--- src/rtl/can_pkg.sv ---
`default_nettype none
// ============================================================================
// Module   : can_pkg
// Brief    : Shared CAN frame types, field widths and CRC polynomial.
// Revision : 1.0 - initial release
// ============================================================================
package can_pkg;

    typedef enum logic [2:0] {
        IDLE = 3'd0,
        SOF  = 3'd1,
        ARB  = 3'd2,
        CTRL = 3'd3,
        DATA = 3'd4,
        CRC  = 3'd5,
        ACK  = 3'd6,
        EOF  = 3'd7
    } can_rx_state_t;

    localparam int ID_BITS    = 11;
    localparam int CTRL_BITS  = 7;
    localparam int DATA_BITS  = 32;
    localparam int CRC_BITS   = 15;
    localparam int FRAME_BITS = 68;

    localparam logic [14:0] CRC_POLY_CAN = 15'h4599;

endpackage
`default_nettype wire

--- src/rtl/can_frame_rx_if.sv ---
`default_nettype none
// ============================================================================
// Module   : can_frame_rx_if
// Brief    : CAN line pins plus received-frame bus of the frame receiver.
// Revision : 1.0 - initial release
// ============================================================================
interface can_frame_rx_if;
    import can_pkg::*;

    logic                 can_rx;
    logic                 can_tx;
    logic [ID_BITS-1:0]   rx_id;
    logic [CTRL_BITS-1:0] rx_ctrl;
    logic [DATA_BITS-1:0] rx_data;
    logic                 rx_valid;
    logic                 rx_error;
    logic                 busy;

    modport master (
        input  can_rx,
        output can_tx, rx_id, rx_ctrl, rx_data, rx_valid, rx_error, busy
    );

    modport slave (
        output can_rx,
        input  can_tx, rx_id, rx_ctrl, rx_data, rx_valid, rx_error, busy
    );

endinterface
`default_nettype wire

--- src/rtl/can_crc15.sv ---
`default_nettype none
// ============================================================================
// Module   : can_crc15
// Brief    : Serial CAN CRC-15 generator, one bit per shift_en.
// Revision : 1.0 - initial release
// ============================================================================
module can_crc15
    import can_pkg::*;
#(
    parameter logic [14:0] POLY = CRC_POLY_CAN
) (
    input  logic        clk,
    input  logic        n_rst,
    input  logic        clear,
    input  logic        shift_en,
    input  logic        din,
    output logic [14:0] crc
);

    logic [14:0] r_crc;
    logic        w_nxt;

    assign w_nxt = din ^ r_crc[14];

    always_ff @(posedge clk) begin
        if (!n_rst || clear) begin
            r_crc <= '0;
        end else if (shift_en) begin
            r_crc <= {r_crc[13:0], 1'b0} ^ (w_nxt ? POLY : 15'd0);
        end
    end

    assign crc = r_crc;

endmodule
`default_nettype wire

--- src/rtl/can_frame_rx.sv ---
`default_nettype none
// ============================================================================
// Module   : can_frame_rx
// Brief    : Fixed 68-bit CAN frame deserializer with CRC-15 check and ACK.
// Revision : 1.0 - initial release
// ============================================================================
module can_frame_rx
    import can_pkg::*;
#(
    parameter int          BIT_CLKS  = 100,
    parameter int          SAMPLE_PT = 50,
    parameter logic [14:0] CRC_POLY  = CRC_POLY_CAN
) (
    input  logic           clk,
    input  logic           n_rst,
    can_frame_rx_if.master bus
);

    localparam int               CNT_W       = $clog2(BIT_CLKS);
    localparam logic [CNT_W-1:0] C_SAMPLE    = CNT_W'(SAMPLE_PT);
    localparam logic [CNT_W-1:0] C_LAST      = CNT_W'(BIT_CLKS - 1);
    localparam logic [5:0]       C_ID_LAST   = 6'(ID_BITS - 1);
    localparam logic [5:0]       C_CTRL_LAST = 6'(CTRL_BITS - 1);
    localparam logic [5:0]       C_DATA_LAST = 6'(DATA_BITS - 1);
    localparam logic [5:0]       C_CRC_LAST  = 6'(CRC_BITS - 1);

    can_rx_state_t        r_state;
    can_rx_state_t        w_next_state;

    logic                 r_sync1;
    logic                 r_rx_s;
    logic                 r_rx_s_prev;
    logic [CNT_W-1:0]     r_clk_cnt;
    logic [5:0]           r_bit_cnt;
    logic [ID_BITS-1:0]   r_rx_id;
    logic [CTRL_BITS-1:0] r_rx_ctrl;
    logic [DATA_BITS-1:0] r_rx_data;
    logic [CRC_BITS-2:0]  r_crc_rx;
    logic                 r_crc_ok;
    logic                 r_rx_valid;
    logic                 r_rx_error;
    logic                 r_can_tx;

    logic                 w_fall;
    logic                 w_samp_pt;
    logic                 w_boundary;
    logic                 w_field_last;
    logic                 w_busy;
    logic                 w_crc_clear;
    logic                 w_crc_shift;
    logic                 w_crc_din;
    logic                 w_set_valid;
    logic                 w_set_error;
    logic                 w_can_tx;
    logic [CRC_BITS-1:0]  w_crc_calc;

    assign w_fall     = r_rx_s_prev & ~r_rx_s;
    assign w_samp_pt  = (r_clk_cnt == C_SAMPLE);
    assign w_boundary = (r_clk_cnt == C_LAST);

    // Single-bit states (SOF/ACK/EOF) finish their field at every boundary.
    always_comb begin
        case (r_state)
            ARB:     w_field_last = (r_bit_cnt == C_ID_LAST);
            CTRL:    w_field_last = (r_bit_cnt == C_CTRL_LAST);
            DATA:    w_field_last = (r_bit_cnt == C_DATA_LAST);
            CRC:     w_field_last = (r_bit_cnt == C_CRC_LAST);
            default: w_field_last = 1'b1;
        endcase
    end

    always_ff @(posedge clk) begin
        if (!n_rst) begin
            r_state <= IDLE;
        end else begin
            r_state <= w_next_state;
        end
    end

    always_comb begin
        w_next_state = r_state;
        case (r_state)
            IDLE: if (w_fall) w_next_state = SOF;
            SOF: begin
                if (w_samp_pt && r_rx_s)  w_next_state = IDLE;
                else if (w_boundary)      w_next_state = ARB;
            end
            ARB:  if (w_boundary && w_field_last) w_next_state = CTRL;
            CTRL: if (w_boundary && w_field_last) w_next_state = DATA;
            DATA: if (w_boundary && w_field_last) w_next_state = CRC;
            CRC:  if (w_boundary && w_field_last) w_next_state = ACK;
            ACK:  if (w_boundary) w_next_state = r_crc_ok ? EOF : IDLE;
            EOF:  if (w_samp_pt)  w_next_state = IDLE;
            default: w_next_state = IDLE;
        endcase
    end

    always_comb begin
        w_busy      = (r_state != IDLE);
        w_crc_clear = (r_state == IDLE) && w_fall;
        w_crc_shift = 1'b0;
        w_crc_din   = r_rx_s;
        w_set_valid = 1'b0;
        w_set_error = 1'b0;
        case (r_state)
            SOF: begin
                if (w_samp_pt) begin
                    w_set_error = r_rx_s;
                    w_crc_shift = ~r_rx_s;
                    w_crc_din   = 1'b0;
                end
            end
            ARB, CTRL, DATA: w_crc_shift = w_samp_pt;
            ACK:  w_set_error = w_samp_pt && !r_crc_ok;
            EOF: begin
                w_set_valid = w_samp_pt && r_rx_s && r_crc_ok;
                w_set_error = w_samp_pt && !r_rx_s;
            end
            default: ;
        endcase
        // Drive dominant for exactly the cycles the FSM spends in ACK.
        w_can_tx = !((w_next_state == ACK) && r_crc_ok);
    end

    always_ff @(posedge clk) begin
        if (!n_rst) begin
            r_sync1     <= 1'b1;
            r_rx_s      <= 1'b1;
            r_rx_s_prev <= 1'b1;
            r_clk_cnt   <= '0;
            r_bit_cnt   <= '0;
            r_rx_id     <= '0;
            r_rx_ctrl   <= '0;
            r_rx_data   <= '0;
            r_crc_rx    <= '0;
            r_crc_ok    <= 1'b0;
            r_rx_valid  <= 1'b0;
            r_rx_error  <= 1'b0;
            r_can_tx    <= 1'b1;
        end else begin
            r_sync1     <= bus.can_rx;
            r_rx_s      <= r_sync1;
            r_rx_s_prev <= r_rx_s;

            // The falling-edge cycle counts as clk_cnt 0 of the SOF bit.
            if (r_state == IDLE) begin
                r_clk_cnt <= w_fall ? CNT_W'(1) : '0;
            end else if (w_boundary || (w_next_state == IDLE)) begin
                r_clk_cnt <= '0;
            end else begin
                r_clk_cnt <= r_clk_cnt + 1'b1;
            end

            if (r_state == IDLE) begin
                r_bit_cnt <= '0;
            end else if (w_boundary) begin
                r_bit_cnt <= w_field_last ? 6'd0 : r_bit_cnt + 6'd1;
            end

            if (w_samp_pt) begin
                case (r_state)
                    ARB:  r_rx_id   <= {r_rx_id[ID_BITS-2:0], r_rx_s};
                    CTRL: r_rx_ctrl <= {r_rx_ctrl[CTRL_BITS-2:0], r_rx_s};
                    DATA: r_rx_data <= {r_rx_data[DATA_BITS-2:0], r_rx_s};
                    CRC: begin
                        r_crc_rx <= {r_crc_rx[CRC_BITS-3:0], r_rx_s};
                        if (w_field_last) begin
                            r_crc_ok <= ({r_crc_rx, r_rx_s} == w_crc_calc);
                        end
                    end
                    default: ;
                endcase
            end

            if (w_crc_clear) begin
                r_crc_ok <= 1'b0;
            end

            r_rx_valid <= w_set_valid;
            r_rx_error <= w_set_error;
            r_can_tx   <= w_can_tx;
        end
    end

    can_crc15 #(
        .POLY     (CRC_POLY)
    ) u_crc (
        .clk      (clk),
        .n_rst    (n_rst),
        .clear    (w_crc_clear),
        .shift_en (w_crc_shift),
        .din      (w_crc_din),
        .crc      (w_crc_calc)
    );

    assign bus.can_tx   = r_can_tx;
    assign bus.rx_id    = r_rx_id;
    assign bus.rx_ctrl  = r_rx_ctrl;
    assign bus.rx_data  = r_rx_data;
    assign bus.rx_valid = r_rx_valid;
    assign bus.rx_error = r_rx_error;
    assign bus.busy     = w_busy;

endmodule
`default_nettype wire
--- src/flat_wrapper.sv ---
// flat-port wrapper written by rule: the top's interface ports become plain ports
module can_frame_rx_flat import can_pkg::*;
#(
    parameter int          BIT_CLKS  = 100,
    parameter int          SAMPLE_PT = 50,
    parameter logic [14:0] CRC_POLY  = CRC_POLY_CAN
)
  (clk, n_rst, bus_can_rx, bus_can_tx, bus_rx_id, bus_rx_ctrl, bus_rx_data, bus_rx_valid, bus_rx_error, bus_busy);
  can_frame_rx_if bus_i ();
  input  logic clk;
  input  logic n_rst;
  input wire logic [$bits(bus_i.can_rx)-1:0] bus_can_rx;
  output wire logic [$bits(bus_i.can_tx)-1:0] bus_can_tx;
  output wire logic [$bits(bus_i.rx_id)-1:0] bus_rx_id;
  output wire logic [$bits(bus_i.rx_ctrl)-1:0] bus_rx_ctrl;
  output wire logic [$bits(bus_i.rx_data)-1:0] bus_rx_data;
  output wire logic [$bits(bus_i.rx_valid)-1:0] bus_rx_valid;
  output wire logic [$bits(bus_i.rx_error)-1:0] bus_rx_error;
  output wire logic [$bits(bus_i.busy)-1:0] bus_busy;
  assign bus_i.can_rx = bus_can_rx;
  assign bus_can_tx = bus_i.can_tx;
  assign bus_rx_id = bus_i.rx_id;
  assign bus_rx_ctrl = bus_i.rx_ctrl;
  assign bus_rx_data = bus_i.rx_data;
  assign bus_rx_valid = bus_i.rx_valid;
  assign bus_rx_error = bus_i.rx_error;
  assign bus_busy = bus_i.busy;
  can_frame_rx #(.BIT_CLKS(BIT_CLKS), .SAMPLE_PT(SAMPLE_PT), .CRC_POLY(CRC_POLY)) u_core (.clk(clk), .n_rst(n_rst), .bus(bus_i));
endmodule
--- config.mk ---
export PLATFORM = sky130hd
export DESIGN_NAME = can_frame_rx_flat
export DESIGN_NICKNAME = d
export VERILOG_FILES = /design/src/rtl/can_pkg.sv /design/src/rtl/can_frame_rx_if.sv /design/src/rtl/can_crc15.sv /design/src/rtl/can_frame_rx.sv /design/src/flat_wrapper.sv
export SDC_FILE = /design/constraint.sdc
export NUM_CORES = 1
export LEC_CHECK = 0
export CAP_MARGIN = 40
export CORE_ASPECT_RATIO = 1.5
export CORE_MARGIN = 1.5
export CORE_UTILIZATION = 55
export CTS_CLUSTER_SIZE = 24
export DETAILED_ROUTE_END_ITERATION = 10
export PLACE_DENSITY = 0.86
export SYNTH_ARGS = -nofsm -noshare
export SYNTH_HDL_FRONTEND = slang
export SYNTH_SLANG_ARGS = --single-unit
--- constraint.sdc ---
create_clock -name clk -period 2.5 [get_ports clk]
set_clock_uncertainty 0.1 [all_clocks]
set_input_delay 0.375 -clock clk [delete_from_list [all_inputs] [get_ports clk]]
set_output_delay 0.375 -clock clk [all_outputs]
set_load 0.005 [all_outputs]
==> out/metrics.yaml <==
required_ns: 2.61
status: "completed"
area_growth_pct: 23.7
first_pass_iters: 5
drv_cap: 0
netlist_area_mm2: 0.00449
ys.flop_type: "dfxtp_1"
track_usage_pct: 21.6
syn_nets: 487
grt_pass1_wl_mm: 15.2
cts.clk_slew.worst_paths_ns: 0.06
final_util_pct: 69.8
antenna-diode-count: 0
p_sw_uw: 616
tightest_slew_ns: 0.655
die-width_um: 76.8
cts_buffers: 9
cts_setup_buffers: 0
antenna_found_initial: 0
ys_warn_count: 0
leakagePower_uw: 0.00216
place.gp.congestion: 0.940
dr_total_vias: 3484
final_common_cell: "dfxtp_1"
synth_cell_types: 52
die_area_mm2: 0.00872
core_area_mm2: 0.00796
cp_data_arrival_time_ns: 2.51
syn-instance-count: 481
synth_edf_count: 0
vdd_drop_max_mv: 0.562
viasPerCell: 5.36
slew_headroom_pct: 56.0
die_h_um: 114
fmax_mhz: 416
layout.nets: 547
hold_viol: 0
min_path_type: "input port to register"
power.total_uw: 3140
start_kind: "register"
cts_tree: "yes"
path_max_fanout: 5
setup_viol: 0
cts-root-buf: "clkbuf_16"
initial_utilization_pct: 56.4
io_pins: 57
rsz0062_at_grt: "no"
num_rows: 40
combPwrFrac_pct: 2.4
dr.first_iter.drc_count: 226
htreeDepth: 3
crit_type: "register to register"
place_hpwl_mm: 6.50
grt_max_degree: 69
finalInstanceArea_mm2: 0.00555
drc: 0
port_buffers: 56
finalMaxSlewViolations: 0
avgRoutedWirePerCell_um: 14.1
gr-total-overflow: 0
switching_share_pct: 19.7
insertion_delay_ns: 0.34
ys_async_sr_fraction_pct: 0
cts_sinks: 102
p_int_uw: 2520
seqPwrFrac_pct: 52.0
fin_crit_sh_pct: 96.2
cp-end-kind: "register"
placedInstanceArea_mm2: 0.00522
postRouteAntennaNets: 0
cts_buffer_depth: 2
fin_ws_ns: 0.0958
period_minus_slack_ns: 2.40
yosysSeqAreaShare_pct: 45.5
tns_ns: 0
synth_seq_cells: 102
clock_power_share_pct: 45.5
layout_common_cells: "102 x dfxtp_1, 77 x nand2_1, 55 x clkdlybuf4s50_1"
totalWireLength_mm: 9.18
powerDensity_mw_per_mm2: 565
avgSynthCellArea_um2: 9.33
grt_pass1_vias: 3391
pre_cts_ws_ns: 0.120
drive_gt1_share_pct: 8.99
-- synthesized netlist by cell type (4+ instances only) --
master      n  area share (%)
a21boi_1   31             5.2
nor2_1     37             3.1
nand2_1    77             6.4
xor2_1     12             2.3
mux2i_1    49              11
and3_1      4            0.56
buf_2      10             1.1
nand3b_1    5            0.84
o21ai_1     4            0.45
nor3_1      6            0.67
nand3_1     7            0.78
nor2b_1    35             4.9
clkbuf_1   16             1.3
o21ai_0     4            0.45
nand2b_1    7            0.98
dfxtp_1   102              45
nand4_1     5            0.70
xnor2_1    19             3.7
-- cell type report --
type                       count  area (um2)
inverter                       3        11.3
timing repair buffer          77         726
fill                         552        2400
multi-input combinational    348        2330
clock inverter                 2        38.8
sequential                   102        2040
clock buffer                  13         270
tap                          105         131
-- power groups by stage --
stage          registers (uW)  clock network, uW  logic, uW
6_report                 1630               1430       76.8
2_1_floorplan            1670                  0       57.8
3_5_place_dp             1670                  0       75.8
5_1_grt                  1630               1520       83.9
4_1_cts                  1630               1450       77.0
3_3_place_gp             1670                  0       75.9
-- routing by layer --
metal | up-vias | routed length, um | GRT usage (%)
met5 | - | 0 | 0
met4 | 0 | 293 | 10.0
met1 | 1645 | 3790 | 22.5
met3 | 27 | 255 | 4.56
li1 | 1742 | - | -
met2 | 70 | 4840 | 40.8
-- logic make-up (layout without fill, tap and decap cells) --
kind of cell | Yosys count | count (layout) | share of synthesized area (%)
compound gates | 63 | 63 | 10.8
xor+xnor | 32 | 32 | 6.41
fa+ha+maj | 3 | 3 | 0.836
buf+inv | 31 | 95 | 3.12
flops | 102 | 102 | 45.5
mux | 49 | 49 | 10.9
simple gates | 201 | 201 | 22.4
-- stage by stage --
stage                     hold slack, ns  std cells
after global placement             0.291        635
after CTS                          0.204        650
final                              0.211        650
after detailed placement           0.293        635
after global routing               0.215        650
after floorplan                    0.286        481
-- sequential cells by signal, indices dropped and copies added (netlist names) --
name and count:
u_core.r_bit_cnt 6, u_core.r_rx_s_prev 1, u_core.bus.can_tx 1, u_core.bus.rx_valid 1, u_core.r_sync1 1, u_core.bus.rx_error 1, u_core.r_state 3, u_core.r_clk_cnt 7
u_core.bus.rx_id 11, u_core.r_rx_s 1, u_core.bus.rx_ctrl 7, u_core.bus.rx_data 32, u_core.r_crc_ok 1, u_core.r_crc_rx 14, u_core.u_crc.crc 15
-- path summary, 6_finish.rpt --
path / start / to / slack [ns] / cells after the start
max reg2reg: u_core.r_clk_cnt[0] / u_core.bus.can_tx / 0.1 / 8
min: n_rst / u_core.r_rx_s_prev / 0.21 / 2
min reg2reg: u_core.r_sync1 / u_core.r_rx_s / 0.31 / 1
max: u_core.r_clk_cnt[0] / u_core.bus.can_tx / 0.1 / 8
-- worst max-delay path, cell delays in order, from the launching register on --
cell      delay [ns]
dfxtp_1         0.42
ha_2            0.26
nand3b_1        0.16
buf_4           0.19
o31ai_1         0.28
a221oi_2        0.11
nor3_2          0.13
o21ai_1         0.11
or4_1           0.52
-- what timing repair did --
action / in CTS / in global routing
hold buffers: 0 / 0
setup endpoints to repair: 0 / 5
gates resized for setup: 0 / 5
No activity file was read; power rests on OpenSTA's default activity.
